**src/rtl/sa_demux_pkg.sv**
```systemverilog
// sa_demux_pkg: shared constants, types and helpers for the two-way stream demultiplexer.
package sa_demux_pkg;

    typedef enum logic [1:0] {
        SA_DMX_IDLE  = 2'b00,
        SA_DMX_LOCK0 = 2'b01,
        SA_DMX_LOCK1 = 2'b10
    } sa_dmx_state_e;

    localparam int SA_DMX_DEPTH = 2;

    // Lock state that pins a packet to the output chosen by its first beat.
    function automatic sa_dmx_state_e sa_dmx_lock_of(input logic sel);
        return sel ? SA_DMX_LOCK1 : SA_DMX_LOCK0;
    endfunction

endpackage

```
**src/rtl/sa_skid_buf2.sv**
```systemverilog
// sa_skid_buf2: two-entry FIFO holding {last, data} for one demux output.
module sa_skid_buf2 import sa_demux_pkg::*; #(
    parameter int WIDTH = 33
) (
    input  logic             clk,
    input  logic             rst_n,
    input  logic             push,
    input  logic [WIDTH-1:0] push_data,
    input  logic             pop,
    output logic [WIDTH-1:0] head,
    output logic             full,
    output logic             empty
);

    logic [WIDTH-1:0] mem_q [SA_DMX_DEPTH];
    logic [WIDTH-1:0] mem_d [SA_DMX_DEPTH];
    logic             wptr_q, wptr_d;
    logic             rptr_q, rptr_d;
    logic [1:0]       cnt_q, cnt_d;
    logic             do_push, do_pop;

    assign full  = cnt_q == 2'(SA_DMX_DEPTH);
    assign empty = cnt_q == 2'd0;
    assign head  = mem_q[rptr_q];

    always_comb begin
        do_push = push && !full;
        do_pop  = pop && !empty;
        mem_d   = mem_q;
        if (do_push) mem_d[wptr_q] = push_data;
        wptr_d  = wptr_q ^ do_push;
        rptr_d  = rptr_q ^ do_pop;
        cnt_d   = cnt_q + {1'b0, do_push} - {1'b0, do_pop};
    end

    always_ff @(posedge clk or negedge rst_n) begin
        if (!rst_n) begin
            mem_q  <= '{default: '0};
            wptr_q <= 1'b0;
            rptr_q <= 1'b0;
            cnt_q  <= 2'd0;
        end else begin
            mem_q  <= mem_d;
            wptr_q <= wptr_d;
            rptr_q <= rptr_d;
            cnt_q  <= cnt_d;
        end
    end

endmodule

```
**src/rtl/sa_demux2_pipe.sv**
```systemverilog
// sa_demux2_pipe: valid/ready demux steering each beat (or whole packet) to one of two
// buffered outputs; input ready never looks at downstream ready.
module sa_demux2_pipe import sa_demux_pkg::*; #(
    parameter int WIDTH    = 32,
    parameter int PKT_MODE = 1
) (
    input  logic             nvdla_core_clk,
    input  logic             nvdla_core_rstn,
    input  logic             in_vld,
    output logic             in_rdy,
    input  logic [WIDTH-1:0] in_data,
    input  logic             in_sel,
    input  logic             in_last,
    output logic             out0_vld,
    input  logic             out0_rdy,
    output logic [WIDTH-1:0] out0_data,
    output logic             out0_last,
    output logic             out1_vld,
    input  logic             out1_rdy,
    output logic [WIDTH-1:0] out1_data,
    output logic             out1_last,
    output logic [1:0]       lock_state
);

    sa_dmx_state_e state_q, state_d;
    logic          esel, acc;
    logic [1:0]    push, pop, full, empty, out_rdy;
    logic [WIDTH:0] head [2];

    assign out_rdy = {out1_rdy, out0_rdy};

    always_comb begin
        esel    = (PKT_MODE == 0) ? in_sel :
                  (state_q == SA_DMX_LOCK0) ? 1'b0 :
                  (state_q == SA_DMX_LOCK1) ? 1'b1 : in_sel;
        in_rdy  = !full[esel];
        acc     = in_vld && in_rdy;
        push    = {acc && esel, acc && !esel};
        pop     = ~empty & out_rdy;
        state_d = state_q;
        if (PKT_MODE != 0 && acc)
            state_d = in_last ? SA_DMX_IDLE :
                      (state_q == SA_DMX_IDLE) ? sa_dmx_lock_of(esel) : state_q;
    end

    always_ff @(posedge nvdla_core_clk or negedge nvdla_core_rstn) begin
        if (!nvdla_core_rstn) state_q <= SA_DMX_IDLE;
        else                  state_q <= state_d;
    end

    for (genvar g = 0; g < 2; g++) begin : g_buf
        sa_skid_buf2 #(.WIDTH(WIDTH + 1)) u_buf (
            .clk       (nvdla_core_clk),
            .rst_n     (nvdla_core_rstn),
            .push      (push[g]),
            .push_data ({in_last, in_data}),
            .pop       (pop[g]),
            .head      (head[g]),
            .full      (full[g]),
            .empty     (empty[g])
        );
    end

    assign out0_vld               = !empty[0];
    assign out1_vld               = !empty[1];
    assign {out0_last, out0_data} = head[0];
    assign {out1_last, out1_data} = head[1];
    assign lock_state             = state_q;

endmodule

```
**config.mk**
```make
export PLATFORM = sky130hd
export DESIGN_NAME = sa_demux2_pipe
export DESIGN_NICKNAME = d
export VERILOG_FILES = /design/src/rtl/sa_demux_pkg.sv /design/src/rtl/sa_skid_buf2.sv /design/src/rtl/sa_demux2_pipe.sv
export SDC_FILE = /design/constraint.sdc
export NUM_CORES = 1
export LEC_CHECK = 0
export ABC_AREA = 1
export BUFFER_PORTS_ARGS = -buffer_cell sky130_fd_sc_hd__buf_2
export CORE_MARGIN = 1.5
export CORE_UTILIZATION = 35
export CTS_CLUSTER_DIAMETER = 30
export CTS_CLUSTER_SIZE = 40
export DETAILED_ROUTE_END_ITERATION = 8
export PLACE_DENSITY = 0.6
export SLEW_MARGIN = 15
export SYNTH_ARGS = -nofsm -noshare
export SYNTH_HDL_FRONTEND = slang
export SYNTH_SLANG_ARGS = --single-unit
```
**constraint.sdc**
```tcl
create_clock -name nvdla_core_clk -period 2.2 [get_ports nvdla_core_clk]
set_clock_uncertainty 0.1 [all_clocks]
set_input_delay 0.11 -clock nvdla_core_clk [delete_from_list [all_inputs] [get_ports nvdla_core_clk]]
set_output_delay 0.11 -clock nvdla_core_clk [all_outputs]
set_load 0.02 [all_outputs]
```
# --- Word level (Yosys, flattened, before mapping) ---
# Index checks and enable logic that the tools add are counted.
word_totals:
  word_cells: 75
  reg_bits: 142
  inputBits: 39
  output_inout_bits: 71
classes:
  n_lt_le_gt_ge: 7
  mux: 19
  n_eq_ne: 4
  bitwise_logic: 10
  add_sub_neg: 4
  reduce_logical: 20
op_table:
  columns: ["op", "n"]
  rows:
  - ["33-bit two-way mux", 8]
  - ["66-bit bitwise mux", 2]
  - ["33-bit demux with 1-bit select", 2]
  - ["1-bit logical AND", 9]
  - ["2-bit >= comparator, second input constant", 4]
  - ["1-bit inverter with 2-bit output", 4]
  - ["2-bit equality test, second input constant", 3]
  - ["1-bit logical NOT", 6]
  - ["2-bit logical NOT", 3]
  - ["2-bit two-way mux", 3]
  - ["2-bit by 1-bit adder with 2-bit output", 2]
  - ["2-bit by 1-bit less-than comparator with 1-bit output, second input constant", 2]
  - ["1-bit two-way mux", 4]
  - ["2-bit by 1-bit subtractor with 2-bit output", 2]
  - ["1-bit bitwise XOR", 4]
  - ["2-bit bitwise AND", 1]
  - ["2-bit by 1-bit equality test with 1-bit output, second input constant", 1]
  - ["1-bit by 2-bit less-than comparator with 1-bit output, second input constant", 1]
  - ["2-bit inverter", 1]
  - ["2-bit AND reduction", 1]
  - ["2-bit nonzero test", 1]

# --- Depth between registers and ports, before layout ---
# Gate-level depths: netlist of the first run.
logic_depth:
  word_depth: 11
  depth_mapped: 12
  mapped_depth_nobuf: 10

# --- Hierarchy ---
# From an unflattened synthesis of the first run, not the netlist that was laid out.
unflattened:
  cells_unflattened: 802
  area_unflattened_um2: 6525.0
by_module_without_submodules:
  columns: ["module", "seq_area_each_um2", "area_each_um2", "cells_per_inst", "n_inst"]
  rows:
  - ["sa_skid_buf2", 1751.7, 3155.5, 383, 2]
  - ["sa_demux2_pipe", 50.0, 214.0, 36, 1]

# --- Worst setup path after synthesis of the first run ---
# No wires, ideal clock.
synth_timing:
  kind: "register to register"
  start: "register state_q[1], in the netlist lock_state[1]"
  end: "register g_buf[0].u_buf.mem_q[10] (netlist bit)"
  setup_slack_ps: 155
  arrival_time_ps: 1820
  path_stages_with_launch: 12
  required_time_ps: 1975
  synth_period_minus_slack_ps: 2045
  path_buffers: 2
  path_cell_list: "dfrtp_1 nand2_1 nand2_2 nand2_2 nand2_2 nand2_2 nand3_1 inv_1 ha_1 buf_6 buf_6 mux2_4"
synth_via:
  elab_chain_len: 9
  word_cells_on_any_way: 11
  cone_classes: "eq/ne: 2; mux: 4; reduce/logical: 5"
synth_rtl:
  columns: ["item", "line", "text"]
  rows:
  - ["start, declared", "sa_demux2_pipe.sv:25", "sa_dmx_state_e state_q, state_d;"]
  - ["start signal, assigned", "sa_demux2_pipe.sv:48", "else state_q <= state_d;"]
  - ["2-bit equality test", "sa_demux2_pipe.sv:35", "(state_q == SA_DMX_LOCK1) ? 1'b1 : in_sel;"]
  - ["1-bit two-way mux", "sa_demux2_pipe.sv:35", null]
  - ["1-bit two-way mux *", "sa_demux2_pipe.sv:34", "(state_q == SA_DMX_LOCK0) ? 1'b0 :"]
  - ["1-bit two-way mux (not written as such) * (2 in a row)", "sa_demux2_pipe.sv:36", "in_rdy = !full[esel];"]
  - ["1-bit logical NOT *", "sa_demux2_pipe.sv:36", null]
  - ["via in_rdy", "sa_demux2_pipe.sv:10", "output logic in_rdy,"]
  - ["1-bit logical AND *", "sa_demux2_pipe.sv:37", "acc = in_vld && in_rdy;"]
  - ["1-bit logical AND *", "sa_demux2_pipe.sv:38", "push = {acc && esel, acc && !esel};"]
  - ["1-bit logical AND *", "sa_skid_buf2.sv:27", "do_push = push && !full;"]
  - ["end signal, assigned", "sa_skid_buf2.sv:43", "mem_q <= mem_d;"]
  - ["end, declared", "sa_skid_buf2.sv:15", "logic [WIDTH-1:0] mem_q [SA_DMX_DEPTH];"]
# Mark *: on every way through the listed nets, which the timed path passes. The rest lies on a longest branch. The select of a mux whose other input is x is not followed.
# A chain may end at the register's enable or synchronous reset.

# --- Worst setup path after layout of the first run ---
layout_timing:
  start: "register g_buf[1].u_buf.rptr_q"
  end: "output out1_data[3]"
layout_via:
  elab_chain_len: 4
layout_rtl:
  columns: ["item", "line", "text"]
  rows:
  - ["start, declared", "sa_skid_buf2.sv:18", "logic rptr_q, rptr_d;"]
  - ["start signal, assigned", "sa_skid_buf2.sv:45", "rptr_q <= rptr_d;"]
  - ["1-bit inverter with 2-bit output (not written as such)", "sa_skid_buf2.sv:24", "assign head = mem_q[rptr_q];"]
  - ["33-bit two-way mux (not written as such) (3 in a row)", "sa_skid_buf2.sv:24", null]
  - ["end, declared", "sa_demux2_pipe.sv:20", "output logic [WIDTH-1:0] out1_data,"]
# No other way between the ends. The select of a mux whose other input is x is not followed.

==> metrics.yaml, run 1 <==
status: "complete, but fails checks"
violations: "design-rule violations"
drt_iter0_drc: 173
worstSetupEndpointType: "primary output"
holdWs_ns: 0.154
worst-setup-path-type: "reg -> out"
power.density_cell_area_nw_per_um2: 1620
final.setup.tns_ns: 0
critical_path_arrival_ns: 1.85
clk_latency_ns: 0.41
place_inst: 951
endpoint: "out1_data[3]"
pre_cts_slack_ns: 0.151
worst_pin_slew_ns: 0.668
fin_ws_ns: 0.136
utilization_pct: 46.0
area.sequential_um2: 3560
grt_util_all_layers_pct: 15.5
fp.dieH_um: 139
ys_types: 21
hold_path_class: "in -> async"
setup_viol: 0
gp_congestion: 0.705
start_kind: "flop"
ant_nets: 0
die_area_um2: 19500
nFillCells: 1702
drc: 7
core_area_um2: 18100
crit_start: "g_buf[1].u_buf.rptr_q"
cts_buffers: 17
syn_nets: 680
hold_viol_final: 0
area_growth_pct: 27.6
final_cell_mix: "nand2_1 (143), dfrtp_1 (140), o21ai_0 (132)"
layout-drive-gt1-share_pct: 29.7
io_pins: 110
path_buf_inv: 2
r2r_setup_slack_ns: 0.16
path_max_fanout: 31
numPortBuffers: 109
fin_nets: 826
drtPass1Iterations: 6
cts_sinks: 142
die_x_um: 139
wire_per_inst_um: 13.8
post-route-period-util_pct: 93.8
slowest_delay_ns: 0.80
viasPerCell: 4.47
r2r-start: "lock_state[1]"
grt_pass1_vias: 4710
reg2reg_depth: 10
path_depth: 4
cap_violations: 0
fmax_ghz: 0.484
hpwl_um: 9330
antenna_found_initial: 0
grt.overflow.total: 0
worstPathCellList: "buf_4 > nand2_1 > o21ai_0 > buf_2"
start_util_pct: 36.0
rsz0062_at_grt: "false"
final_common_cell: "nand2_1"
slew_headroom_pct: 55.4
slew_viol_final: 0
antenna_cells: 0
p_leak_nw: 4.02
num_rows: 49
grt_pass1_wl_um: 23800
multi_input_area_um2: 2430
final_cells: 1021
path_clk_slew_ns: 0.06
cts_buffer_depth: 2
yosysWarnings: 0
wirelength_um: 14000
synth_area_per_cell_um2: 10.3
cp_top_family: "flip-flops"
netlist_area_um2: 6520
yosysSeqAreaShare_pct: 54.5
grt_max_degree: 78
worst_ir_drop_vdd_uv: 775
cts_tree: "done"
slowest_stage: "dfrtp_2"
postSynthCellCount: 633
cp.required_ns: 1.99
min_period_ns: 2.06
htreeDepth: 4
vias: 4563
ys_seq_elements: 142
ctsResizeCount: 0
rr_endpoint: "g_buf[0].u_buf.mem_q[1]"
cts_root_buf: "clkbuf_16"
[worst min path at each step]
stage	endpoint	slack, ns	cells after the start
2_1_floorplan	g_buf[0].u_buf.cnt_q[0]	-0.29	0
3_3_place_gp	g_buf[1].u_buf.mem_q[35]	0.04	2
3_5_place_dp	g_buf[1].u_buf.mem_q[36]	0.04	2
4_1_cts	lock_state[0]	0.13	7
5_1_grt	g_buf[1].u_buf.mem_q[35]	0.18	3
6_report	g_buf[1].u_buf.mem_q[36]	0.15	3
[synthesized netlist by cell type, drive strengths merged]
master	n	area [um^2]
xnor2	4	35.0
o21bai	1	7.51
ha	8	100
nor2	4	15.0
nand3	3	20.0
mux2	66	968
dfrtp	142	3550
nand2	148	568
clkbuf	10	37.5
xor2	2	17.5
nand4	3	25.0
inv	83	312
buf	26	195
o21ai	132	661
a21oi	1	5.00
[through the flow]
step                      power [mW]  cell area (um^2)
final                           13.5              8320
after global routing            14.5              8320
after CTS                       13.7              8320
after detailed placement        10.8              7370
after global placement          10.7              7370
after floorplan                 8.88              6520
[routing by layer]
metal | vias up | share of wire [%] | global-route usage, %
met5 | - | 0 | 0
met4 | 0 | 1.2 | 4.65
met3 | 15 | 3.9 | 4.09
met2 | 80 | 45 | 24.1
met1 | 2151 | 50 | 21.2
li1 | 2317 | - | -
[tightest hold or removal path: cells and delay by family]
kind,cells,cell delay (ns)
buffers and inverters,3,0.95
[area by class of cell]
class                      count  area share, %
sequential                   142           42.7
multi-input combinational    372           29.2
timing repair buffer         163           14.0
clock buffer                  20           5.49
inverter                      83           3.74
tap                          229           3.44
clock inverter                12           1.35
[logic make-up (layout without fill, tap and decap cells)]
logic type / Yosys count / in the layout / synth area share (%)
compound gates: 134 / 134 / 10.3
xor+xnor: 6 / 6 / 0.806
fa+ha+maj: 8 / 8 / 1.54
buf+inv: 119 / 278 / 8.35
flops: 142 / 142 / 54.5
mux: 66 / 66 / 14.9
simple gates: 158 / 158 / 9.63
[flip-flops by register name (all words and copies together), names as in the netlist]
name,flops
g_buf.u_buf.mem_q,132
g_buf.u_buf.cnt_q,4
g_buf.u_buf.rptr_q,2
g_buf.u_buf.wptr_q,2
lock_state,2
[power breakdown]
group / switching, mW / total [mW] / internal [mW]
logic: 3.53 / 6.16 / 2.63
registers: 0.676 / 4.62 / 3.94
clock network: 1.12 / 2.74 / 1.62
[what timing repair did]
action | CTS | global route
hold endpoints to repair | 278 | 0
hold buffers | 38 | 0
buffers inserted | 0 | 0
Power figures use the tool's default switching activity.
==> inputs of run 2 (changes only) <==
--- a/config.mk
+++ b/config.mk
@@ -12,7 +12,7 @@
 export CTS_CLUSTER_DIAMETER = 30
 export CTS_CLUSTER_SIZE = 40
 export DETAILED_ROUTE_END_ITERATION = 8
-export PLACE_DENSITY = 0.6
+export PLACE_DENSITY = 0.57
 export SLEW_MARGIN = 15
 export SYNTH_ARGS = -nofsm -noshare
 export SYNTH_HDL_FRONTEND = slang
==> metrics.yaml, run 2 (same netlist as run 1, synthesis figures left out) <==
hold_start: "in_sel"
grt_pass1_wl_um: 24000  # +0.95%
cap_violations: 0  # unchanged
utilization_pct: 46.3  # +0.26 points
largest_registers: "g_buf.u_buf.mem_q: 132 flops, g_buf.u_buf.cnt_q: 4 flops"
cts_buffer_depth: 2  # unchanged
fp.dieH_um: 139  # unchanged
critical_path_arrival_ns: 2.25  # +0.40 ns
min_period_ns: 2.04  # -0.0218 ns
cts_buffers: 17  # unchanged
die_area_um2: 19500  # unchanged
regMostFlops: "g_buf.u_buf.mem_q"
drt_iter0_drc: 183  # +5.8%
cts_sinks: 142  # unchanged
start_kind: "flop"
antenna_found_initial: 0  # unchanged
worstSetupEndpointType: "flop"
clk_latency_ns: 0.43  # +0.02 ns
post-route-period-util_pct: 92.8  # -0.99 points
hold_path_class: "in -> reg"
fin_area_um2: 8370  # +0.56%
cts_tree: "done"
internal_power_mw: 8.27  # +0.96%
holdPathEnd: "lock_state[0]"
path_max_fanout: 22  # -29%
final.setup.tns_ns: 0  # unchanged
place_area_um2: 7400  # +0.34%
swShare_pct: 39.4  # about the same
worst_pin_slew_ns: 0.651  # -0.0170 ns
violations: "design-rule violations"
post_cts_buffers: 0  # unchanged
cts_root_buf: "clkbuf_16"
grt_max_degree: 65  # -17%
p_leak_nw: 4.04  # +0.53%
numPortBuffers: 109  # unchanged
slew_viol_final: 0  # unchanged
path_clk_slew_ns: 0.06  # about the same
slew_headroom_pct: 56.6  # +1.1 points
setup_viol: 0  # unchanged
hold_viol_final: 0  # unchanged
drc: 6  # -1
ant_nets: 0  # unchanged
grt_util_all_layers_pct: 15.9  # +0.37 points
grt_pass1_vias: 4706  # -0.085%
largest_register_ff_count: 132  # unchanged
cp.required_ns: 2.41  # +0.42 ns
layout-drive-gt1-share_pct: 29.8  # +0.16 points
start_util_pct: 36.0  # unchanged
hold_depth: 6
area_growth_pct: 28.3
r2r_setup_slack_ns: 0.16  # about the same
power.density_cell_area_nw_per_um2: 1630  # +0.33%
wire_per_inst_um: 13.9  # +0.92%
core_area_um2: 18100  # unchanged
viasPerCell: 4.51  # +0.95%
pwr-share-clk_pct: 21.2  # +0.9 points
antenna_cells: 0  # unchanged
p_seq_share_pct: 34.3  # about the same
num_rows: 49  # unchanged
io_pins: 110  # unchanged
rsz0062_at_grt: "false"
final_common_cell: "nand2_1"
final_cell_mix: "nand2_1 (143), dfrtp_1 (140), o21ai_0 (132)"
htreeDepth: 4  # unchanged
crit_start: "lock_state[1]"
gp_congestion: 0.691  # -2.0%
vias: 4602  # +0.85%
drtPass1Iterations: 6  # unchanged
total_power_mw: 13.6  # +0.89%
netSwitchingPower_mw: 5.37  # +0.79%
combPwrFrac_pct: 44.5  # -1.1 points
hpwl_um: 9290  # -0.45%
worst-setup-path-type: "reg -> reg"
grt.overflow.total: 0  # unchanged
reg2reg_depth: 10  # unchanged
worst_ir_drop_vdd_uv: 722  # -6.8%
rr_endpoint: "g_buf[0].u_buf.mem_q[0]"
status: "complete, but fails checks"
fmax_ghz: 0.490  # +1.1%
fin_nets: 825  # -0.12%
wirelength_um: 14200  # +0.82%
die_x_um: 139  # unchanged
r2r-start: "lock_state[1]"
## run 2: worst max-delay path, stage by stage, from the launching register on
cell and delay [ns]:
dfrtp_1 0.42, nand2_1 0.09, nand2_2 0.08, nand2_2 0.10, nand2_2 0.05, nand2_2 0.08
nand3_1 0.07, inv_1 0.12, ha_2 0.25, buf_12 0.23, mux2_2 0.35
## run 2: worst max path at each step
stage	slack, ns	endpoint
final	0.16	g_buf[0].u_buf.mem_q[0]
after global routing	0.03	g_buf[0].u_buf.mem_q[0]
after CTS	0.06	out1_data[17]
after detailed placement	0.15	g_buf[0].u_buf.mem_q[1]
after global placement	0.19	g_buf[0].u_buf.mem_q[0]
after floorplan	0.15	g_buf[0].u_buf.mem_q[10]
## run 2: what timing repair did
item | in CTS | in global routing
resized for setup | 0 | 2
hold endpoints to repair | 195 | 0
setup endpoints to repair | 0 | 3
hold buffers | 37 | 0
## run 2: power by group through the flow
stage	logic (mW)	registers, mW	clock network (mW)
after floorplan	4.49	4.39	0
after global placement	6.02	4.69	0
after detailed placement	6.11	4.71	0
after CTS	6.17	4.69	2.97
after global routing	6.70	4.87	3.10
final	6.07	4.68	2.89
## run 2: per-stage QoR
step / hold slack (ns) / setup WS (ns) / cells
global route: 0.105 / 0.0280 / 1020
floorplan: -0.286 / 0.155 / 633
detailed placement: 0.0712 / 0.146 / 951
finish: 0.0772 / 0.158 / 1020
CTS: 0.0685 / 0.0559 / 1020
global placement: 0.0754 / 0.194 / 951
## run 2: final cells by class
type                            count  area (um^2)
Clock buffer                       18          439
Timing Repair Buffer              162         1180
Inverter                           83          312
Clock inverter                     14          156
Tap cell                          229          287
Sequential cell                   142         3560
Fill cell                        1695         9720
Multi-Input combinational cell    372         2430
## run 2: per-layer routing
metal  global-route usage [%]  routed length, um
met1                     21.0               6740
met2                     25.5               6670
met4                     5.60                208
met3                     3.75                540
met5                        0                  0
